`config.mk`:
```
export PLATFORM = sky130hd
export DESIGN_NAME = apb_cmd_buf
export DESIGN_NICKNAME = d
export VERILOG_FILES = /design/src/rtl/apb_cmd_buf.sv
export SDC_FILE = /design/constraint.sdc
export NUM_CORES = 1
export LEC_CHECK = 0
export CORE_MARGIN = 5
export CORE_UTILIZATION = 35
export DETAILED_ROUTE_END_ITERATION = 7
export GPL_TIMING_DRIVEN = 0
export HOLD_SLACK_MARGIN = 0.02
export PLACE_DENSITY_LB_ADDON = 0.05
export SYNTH_ARGS = -nofsm -noshare
export SYNTH_HDL_FRONTEND = slang
export SYNTH_SLANG_ARGS = --single-unit
```
`constraint.sdc`:
```
create_clock -name pclk -period 5.8 [get_ports pclk]
set_input_delay 1.16 -clock pclk [delete_from_list [all_inputs] [get_ports pclk]]
set_output_delay 1.16 -clock pclk [all_outputs]
set_load 0.05 [all_outputs]
```
`src/rtl/apb_cmd_buf.sv`:
```
// Host-side command/response buffer feeding an APB master: FIFO-queued writes,
// a single outstanding read with a held response, and a saturating write-error count.
module apb_cmd_buf #(
  parameter int DEPTH = 8,
  parameter int CNT_W = 8
) (
  input  logic             pclk,
  input  logic             prst,
  input  logic             cmd_valid,
  output logic             cmd_ready,
  input  logic             cmd_write,
  input  logic [31:0]      cmd_addr,
  input  logic [31:0]      cmd_wdata,
  output logic             rsp_valid,
  input  logic             rsp_ready,
  output logic [31:0]      rsp_rdata,
  output logic             rsp_err,
  output logic             wreq,
  output logic [31:0]      wbuffdata,
  output logic [31:0]      wbuffaddr,
  input  logic             wbuffread,
  output logic             rreq,
  output logic [31:0]      rbuffaddr,
  input  logic             rbuffwrite,
  input  logic [31:0]      rbuffdata,
  input  logic             done,
  input  logic             resp,
  input  logic             penable,
  input  logic             pready,
  input  logic             pwrite,
  output logic [CNT_W-1:0] wr_err_cnt,
  output logic             idle
);

  localparam int AW = $clog2(DEPTH);
  localparam int CW = AW + 1;
  localparam logic [CW-1:0] FULL_CNT = CW'(DEPTH);

  logic [63:0]   mem [DEPTH];
  logic [AW-1:0] wptr, rptr;
  logic [CW-1:0] count;
  logic          full, push, pop, rd_accept, rsp_take, wr_err;
  logic          rd_pend, rd_issued;
  logic [31:0]   rd_addr;

  function automatic logic [CNT_W-1:0] sat_inc(input logic [CNT_W-1:0] v);
    return (&v) ? v : v + CNT_W'(1);
  endfunction

  assign full      = (count == FULL_CNT);
  assign wreq      = (count != '0);
  assign cmd_ready = cmd_write ? (!full && !rd_pend) : !rd_pend;
  assign push      = cmd_valid && cmd_ready && cmd_write;
  assign rd_accept = cmd_valid && cmd_ready && !cmd_write;
  assign pop       = wbuffread && wreq;
  assign rsp_take  = rsp_valid && rsp_ready;
  assign wr_err    = done && !rbuffwrite && resp;

  assign {wbuffaddr, wbuffdata} = mem[rptr];
  assign rbuffaddr = rd_addr;
  // Masked in the read's completion cycle so the master never re-issues it.
  assign rreq = rd_pend && !rd_issued && !wreq && !(penable && pready && !pwrite);
  assign idle = !wreq && !rd_pend && !rsp_valid;

  always_ff @(posedge pclk) begin
    if (push) mem[wptr] <= {cmd_addr, cmd_wdata};
  end

  always_ff @(posedge pclk or posedge prst) begin
    if (prst) begin
      wptr  <= '0;
      rptr  <= '0;
      count <= '0;
    end else begin
      if (push) wptr <= wptr + AW'(1);
      if (pop)  rptr <= rptr + AW'(1);
      case ({push, pop})
        2'b10:   count <= count + CW'(1);
        2'b01:   count <= count - CW'(1);
        default: count <= count;
      endcase
    end
  end

  always_ff @(posedge pclk or posedge prst) begin
    if (prst) begin
      rd_pend   <= 1'b0;
      rd_issued <= 1'b0;
      rd_addr   <= '0;
      rsp_valid <= 1'b0;
      rsp_rdata <= '0;
      rsp_err   <= 1'b0;
    end else begin
      if (rd_accept) begin
        rd_pend <= 1'b1;
        rd_addr <= cmd_addr;
      end
      // Stray read data with no read outstanding (e.g. after reset) is dropped.
      if (rbuffwrite && rd_pend) begin
        rd_issued <= 1'b1;
        rsp_valid <= 1'b1;
        rsp_rdata <= rbuffdata;
        rsp_err   <= resp;
      end
      if (rsp_take) begin
        rsp_valid <= 1'b0;
        rd_pend   <= 1'b0;
        rd_issued <= 1'b0;
      end
    end
  end

  always_ff @(posedge pclk or posedge prst) begin
    if (prst) wr_err_cnt <= '0;
    else if (wr_err) wr_err_cnt <= sat_inc(wr_err_cnt);
  end

endmodule

```
Word-level counts from Yosys, hierarchy flattened
Memories as Yosys holds them, arrays and structs flattened.
Cells that the tools add are included.

word-level totals
  memories = 1
  input port bits = 108
  output and inout port bits = 142
  register bits after elaboration = 85
  word-level logic and storage cells = 57
  RAM bits = 512

operators by class
  eq/ne operators = 3
  bitwise operators = 1
  muxes and demuxes = 8
  add/sub/neg operators = 5
  reductions and logical operators = 30

memory list
  name  depth  width  rd ports  clocked after memory_dff  wr ports  RTL line  text
  mem   8      64     1         0                         1         39        logic [63:0] mem [DEPTH];

operators by type and width
  kind                 count
  $logic_and 1x1->1    16
  $add 8x1->8 const B  1
  $logic_not 1->1      8
  $pmux 4 s2           1
  $reduce_and 8->1     1
  $mux 1               7
  $add 3x1->3 const B  2
  $reduce_bool 2->1    3
  $add 4x1->4 const B  1
  $eq 4x4->1 const B   1
  $reduce_bool 4->1    1
  $sub 4x1->4 const B  1
  $eq 2x1->1 const B   1
  $eq 2x2->1 const B   1
  $reduce_and 2->1     1
  $not 1->1            1

Longest topological paths before layout
Gate-level depths: netlist (run 1).

  depth in word-level cells = 8
  mapped depth = 11
  mapped depth without buffers = 11

Worst setup path after synthesis (run 1)
No wires, ideal clock.

  path kind = input-to-reg
  start point = input cmd_valid
  end point = memory mem[0][0], enable pin
  buffers on the path = 0
  cell stages on the path = 4
  arrival = 6.214 ns
  setup time = 0.565 ns
  required time = 5.235 ns
  path slack = -0.979 ns
  path through = nand2_1 > a311oi_1 > nand2b_1 > nor3_1

on the way
  longest elaborated chain between the ends = 4

ends and longest elaborated chain
  element                         RTL line  text
  start: declaration              9         input logic cmd_valid,
  $logic_and 1x1->1 (2 in a row)  53        assign push = cmd_valid && cmd_ready && cmd_write;
  $mux 1                          66        if (push) mem[wptr] <= {cmd_addr, cmd_wdata};
  $mux 1 (implied by the code)    66
  end: declaration                39

Every way passes these cells.

Worst setup path after layout (run 1)
  start point = register rptr[2]
  end point = output wbuffaddr[15]

on the way
  longest elaborated chain between the ends = 1

ends and longest elaborated chain
  element                   RTL line  text
  start: declaration        40        logic [AW-1:0] wptr, rptr;
  start signal: assignment  76        if (pop) rptr <= rptr + AW'(1);
  $mem_v2 8x64              n/a
  end: declaration          20        output logic [31:0] wbuffaddr,

Every way passes these cells.

==> results of run 1 <==
worst paths after layout:
check	endpoint	slack (ns)	depth (start not counted)
worst min-delay path	rsp_rdata[14]$_DFFE_PP0P_	0.50	1
worst max register to register	mem[7][43]$_DFFE_PP_	2.46	6
worst max-delay path	wbuffaddr[15]	1.09	4
min in group asynchronous	rsp_rdata[6]$_DFFE_PP0P_	1.00	2
worst min register to register	rsp_rdata[14]$_DFFE_PP0P_	0.50	1
max in group asynchronous	rbuffaddr[27]$_DFFE_PP0P_	4.11	3
per-stage QoR:
| stage | total power, uW | util (%) | hold slack, ns | worst slack (ns) | instances |
|---|---|---|---|---|---|
| floorplan | 9980 | - | 0.476 | 0.749 | 985 |
| global placement | 12200 | 40.8 | 0.488 | -4.06 | 2089 |
| CTS | 16700 | 45.5 | 0.506 | 0.907 | 2242 |
| detailed placement | 12300 | 42.0 | 0.492 | 1.19 | 2119 |
| global route | 17200 | 45.5 | 0.516 | 0.920 | 2242 |
| finish | 16400 | 45.5 | 0.503 | 1.09 | 2242 |
synthesized netlist by cell type, types with 3 or more instances:
cell	count	share of area, %
nand3_1	4	0.088
buf_1	9	0.15
nor3_1	5	0.11
inv_1	4	0.066
xnor2_1	7	0.27
mux2_2	134	6.7
ha_1	6	0.33
edfxtp_1	512	68
xor2_1	4	0.15
buf_2	9	0.20
a31oi_1	4	0.11
mux4_2	128	13
nand2b_1	4	0.11
buf_6	11	0.55
nor2_1	8	0.13
nand2_1	14	0.23
a21oi_1	3	0.066
clkbuf_1	12	0.20
nand4_1	3	0.083
dfrtp_1	85	9.4
nor2b_1	5	0.14
power breakdown:
group          leakage (uW)  internal, uW  switching [uW]
Combinational       0.00295          2670            4030
Clock               0.00111          2640            1690
Sequential          0.00562          5150             225
Total               0.00968         10500            5940
state kept, by name (all words and copies together) (netlist names):
name / count
count: 4
rbuffaddr: 32
rsp_rdata: 32
rptr: 3
wr_err_cnt: 8
rd_issued: 1
mem: 512
rsp_err: 1
wptr: 3
rd_pend: 1
logic make-up (layout without fill, tap and decap cells):
logic type | after synthesis | after routing | synth area share, %
flip-flops | 597 | 597 | 77.2
AND/OR/NAND/NOR | 48 | 48 | 1.08
XOR/XNOR | 11 | 11 | 0.425
buffers and inverters | 47 | 449 | 1.22
multiplexers | 263 | 263 | 19.4
AO/OA/AOI/OAI | 13 | 13 | 0.375
adder cells (fa/ha/maj) | 6 | 6 | 0.331
final cells by class:
cell class	instances	share of cell area [%]
Clock buffer	92	6.68
Inverter	4	0.0598
Multi-Input combinational cell	341	17.0
Clock inverter	31	1.10
Timing Repair Buffer	279	10.9
Sequential cell	597	59.8
Buffer	43	0.897
Tap cell	855	3.65
layer usage:
metal,share of wire (%),wire length (um),vias up,GRT usage [%]
met5,0.088,47,-,0
met4,1.9,995,8,3.58
met1,44,23300,5753,20.6
met2,48,25500,276,24.5
met3,6.3,3340,85,4.66
li1,-,-,4796,-
==> impl_metrics.yaml, run 1 <==
cells_and_area:
  stdcell_area_mm2: 0.0293
  seqCellArea_mm2: 0.0175
  nNetsFinal: 1449
  layout_common_cells: "edfxtp_1, clkdlybuf4s50_1, mux2_2"
  diodes: 0
  syn2layout_area_growth_pct: 29.1
  multiInputGateArea_mm2: 0.00497
  final_common_cell: "edfxtp_1"
  drive_gt1_share_pct: 30.4
  n_fill_cell: 5472
timing:
  slew_headroom_pct: 33.2
  fmax_ghz: 0.212
  worst_pin_slew_ns: 0.995
  skew_ns: 0.0125
  hold_violations: 0
  slew_violations: 0
  period_minus_slack_ns: 4.71
  setup_viol: 0
  rsz0062_at_grt: "no"
  post-route-period-util_pct: 81.2
  finalSetupTns_ns: 0
worst_setup_path:
  worstPathCellList: "clkbuf_1, clkbuf_1, mux2_2, clkdlybuf4s50_1"
  cp-end-kind: "primary output"
  cp_common_cell: "clkbuf_1"
  path_delay_family: "buffers and inverters"
  cp.arrival_ns: 3.55
  crit_path_start_kind: "flop"
  cp.buffers_inverters: 3
  startpoint: "rptr[2]$_DFFE_PP0P_"
  crit_type: "reg2out"
  critical_path_peak_fanout: 10
  cp.required_ns: 4.64
  r2r_start: "count[1]$_DFFE_PP0P_"
  max_stage_delay_ns: 0.93
  crit_slowest_cell: "clkdlybuf4s50_1"
placed_design:
  port_buffers: 249
  post-dp-hpwl_mm: 33.3
  gp_congestion: 0.695
  placed_area_mm2: 0.0270
cts:
  cts_tree: "yes"
  ctsHoldBuffers: 0
  max-clock-path-buffers: 3
  cts_made_buffers: 69
  clk_latency_ns: 0.59
  post_cts_buffers: 0
  clock-sinks: 597
  cts_resized: 0
  cts-root-buf: "clkbuf_16"
  path_clk_slew_ns: 0.06
  ctsHtreeMaxLevel: 3
grt:
  grt_pass1_vias: 12200
  grt_pass1_wl_mm: 80.4
  grt_use_total_pct: 15.2
  antenna_found_initial: 4
  grt_max_degree: 50
  overflow: 0
route:
  ant_nets: 0
  vias: 10900
  wl_mm: 53.3
  drtPass1Iterations: 4
  via_per_inst: 4.87
  wire_per_inst_um: 23.8
  drc_errors: 0
  drtIter0Drc: 646
die:
  fp.dieArea_mm2: 0.0700
  die_h_um: 265
  coreArea_mm2: 0.0643
  start_util_pct: 35.3
  fp.dieW_um: 265
  rows: 93
  pin_count: 250
min_path:
  hold_path_startpoint: "rsp_rdata[14]$_DFFE_PP0P_"
  hp-class: "reg2reg"
outcome:
  status: "completed"
synth:
  avgSynthCellArea_um2: 23.0
  synthesis.area_mm2: 0.0227
  yosys_warnings: 0
  ys_ff_latch: 597
  yosysUniqueCellTypes: 32
  syn_inst: 985
  seq_area_frac_synth_pct: 77.2
  synth-edff-count: 512
  synth_ff_type: "edfxtp_1"
  async_reset_ff_share_pct: 14.2
  syn-num-nets: 1099
power_and_ir_drop:
  ir_drop_v: 0.000281
  power_density_mw_per_mm2: 560
  p_leak_uw: 0.00968
flow_run:
  max_cap_viol_count: 0
Power figures use the tool's default switching activity.
==> inputs of run 2 (changes only) <==
clock period = 4.5 ns   (was 5.8 ns; I/O delays follow)
==> run 2 against run 1 <==
Net effect: cell count barely moved; worst setup slack worse by 0.92 ns; sequential power rose by 30%; critical path depth rose by 1; routed wire length is essentially flat; combinational power is 28% higher; first-iteration DRC count decreased by 1.5%; hold slack did not move; count of clock-buffer cells in the layout did not move; sequential share of layout area about the same.
==> impl_metrics.yaml, run 2 (synthesis gave the netlist of run 1 again) <==
worst_setup_path:
  cp.required_ns: 3.60
  r2r_start: "count[1]$_DFFE_PP0P_"
  cp.arrival_ns: 3.43
  crit_path_start_kind: "flop"
  r2r_setup_slack_ns: 1.22
  crit_type: "reg2out"
  crit_slowest_cell: "clkdlybuf4s50_1"
  critical_path_peak_fanout: 10
  path_delay_family: "buffers and inverters"
  worstPathCellList: "buf_2, buf_1, mux4_2, mux2_2, clkdlybuf4s50_1"
  reg2reg_depth: 6
  max_stage_delay_ns: 0.71
  cp-end-kind: "primary output"
  cp.buffers_inverters: 3
  reg2reg_to: "mem[7][43]$_DFFE_PP_"
power_and_ir_drop:
  swShare_pct: 36.2
  power_density_mw_per_mm2: 722
  clkPwrFrac_pct: 26.4
  ir_drop_v: 0.000362
  p_comb_share_pct: 40.7
  pwr-share-seq_pct: 32.9
  fin_total_pwr_uw: 21100
  p_leak_uw: 0.00969
  p_sw_uw: 7660
  p_int_uw: 13500
grt:
  grt_pass1_vias: 12200
  grt_max_degree: 50
  grt_use_total_pct: 15.2
  overflow: 0
  antenna_found_initial: 4
  grt_pass1_wl_mm: 80.4
route:
  drc_errors: 0
  drtPass1Iterations: 4
  wire_per_inst_um: 23.8
  via_per_inst: 4.86
  wl_mm: 53.3
  drtIter0Drc: 636
  vias: 10900
  ant_nets: 0
cts:
  ctsHtreeMaxLevel: 3
  clk_latency_ns: 0.59
  ctsHoldBuffers: 0
  cts_tree: "yes"
  cts-root-buf: "clkbuf_16"
  max-clock-path-buffers: 3
  path_clk_slew_ns: 0.06
  clock-sinks: 597
  cts_made_buffers: 69
placed_design:
  post-dp-hpwl_mm: 33.3
  port_buffers: 249
  gp_congestion: 0.695
  placed_area_mm2: 0.0270
cells_and_area:
  drive_gt1_share_pct: 30.8
  nNetsFinal: 1448
  diodes: 0
  final_common_cell: "edfxtp_1"
  n_fill_cell: 5471
  syn2layout_area_growth_pct: 29.1
  seqCellArea_mm2: 0.0175
  stdcell_area_mm2: 0.0293
  layout_common_cells: "edfxtp_1, clkdlybuf4s50_1, mux2_2"
  largest_reg_flops: 512
  max_flop_register: "mem"
  multiInputGateArea_mm2: 0.00497
timing:
  skew_ns: 0.0127
  rsz0062_at_grt: "no"
  hold_violations: 0
  setup_viol: 0
  slew_headroom_pct: 36.5
  slew_violations: 0
  worst_pin_slew_ns: 0.946
  period_minus_slack_ns: 4.33
  fmax_ghz: 0.231
  post-route-period-util_pct: 96.2
min_path:
  whs_path_depth: 1
  hold_end: "rsp_rdata[14]$_DFFE_PP0P_"
  hold_path_startpoint: "rsp_rdata[14]$_DFFE_PP0P_"
  hp-class: "reg2reg"
die:
  rows: 93
  die_h_um: 265
  start_util_pct: 35.3
  coreArea_mm2: 0.0643
  fp.dieArea_mm2: 0.0700
  fp.dieW_um: 265
  pin_count: 250
outcome:
  status: "completed"
flow_run:
  max_cap_viol_count: 0
-- run 2: cell count changes in the layout (fill, tap and decap cells not counted) --
cell,change
clkbuf_2,+5
clkbuf_1,-2
buf_1,-4
-- run 2: through the flow --
| step | TNS (ns) | instances | hold WS, ns | worst slack (ns) | utilization (%) |
|---|---|---|---|---|---|
| floorplan | -117.07 | 985 | 0.476 | -0.291 | - |
| global placement | -2431.97 | 2089 | 0.488 | -5.10 | 40.8 |
| detailed placement | 0 | 2119 | 0.492 | 0.150 | 42.0 |
| CTS | 0 | 2241 | 0.506 | 0.00695 | 45.5 |
| global route | 0 | 2241 | 0.516 | 0.0124 | 45.5 |
| finish | 0 | 2241 | 0.503 | 0.172 | 45.5 |
-- run 2: cell type report --
type	instances	area share [%]
Tap cell	855	3.65
Multi-Input combinational cell	341	17.0
Clock buffer	92	6.68
Timing Repair Buffer	279	10.9
Sequential cell	597	59.8
Buffer	42	0.906
Inverter	4	0.0598
Clock inverter	31	1.10
-- run 2: how the worst max path moves through the flow --
stage	start	end	slack, ns	cells past startpoint
2_1_floorplan	cmd_valid	mem[2][0]$_DFFE_PP_	-0.29	4
3_3_place_gp	cmd_write	mem[4][13]$_DFFE_PP_	-5.10	5
3_5_place_dp	cmd_write	mem[2][37]$_DFFE_PP_	0.15	7
4_1_cts	rptr[1]$_DFFE_PP0P_	wbuffaddr[15]	0.007	5
5_1_grt	rptr[1]$_DFFE_PP0P_	wbuffaddr[19]	0.01	5
6_report	rptr[1]$_DFFE_PP0P_	wbuffaddr[23]	0.17	5
-- run 2: power by group through the flow --
stage | clock (uW) | combinational (uW) | sequential (uW)
after floorplan | 0 | 4710 | 8150
after global placement | 0 | 8680 | 7070
after detailed placement | 0 | 8810 | 7040
after CTS | 5750 | 8810 | 6970
after global routing | 5990 | 9080 | 7030
final | 5580 | 8600 | 6960
-- run 2: routing by layer --
metal  GRT usage, %  routed length, um
met1           20.6              23300
met2           24.5              25500
met3           4.66               3450
met4           3.58                977
met5              0                 47
-- run 2: worst reg2reg max path: stages (launching register included) --
cell	delay [ns]
dfrtp_1	0.42
nor3_1	0.14
a311oi_1	0.81
nand2_1	0.44
nor2_4	0.63
buf_12	0.29
buf_12	0.22
-- run 2: timing repair --
action | CTS | global route
endpoints found under the setup margin | 42 | 23
gates resized for setup | 0 | 9
setup buffers | 0 | 0
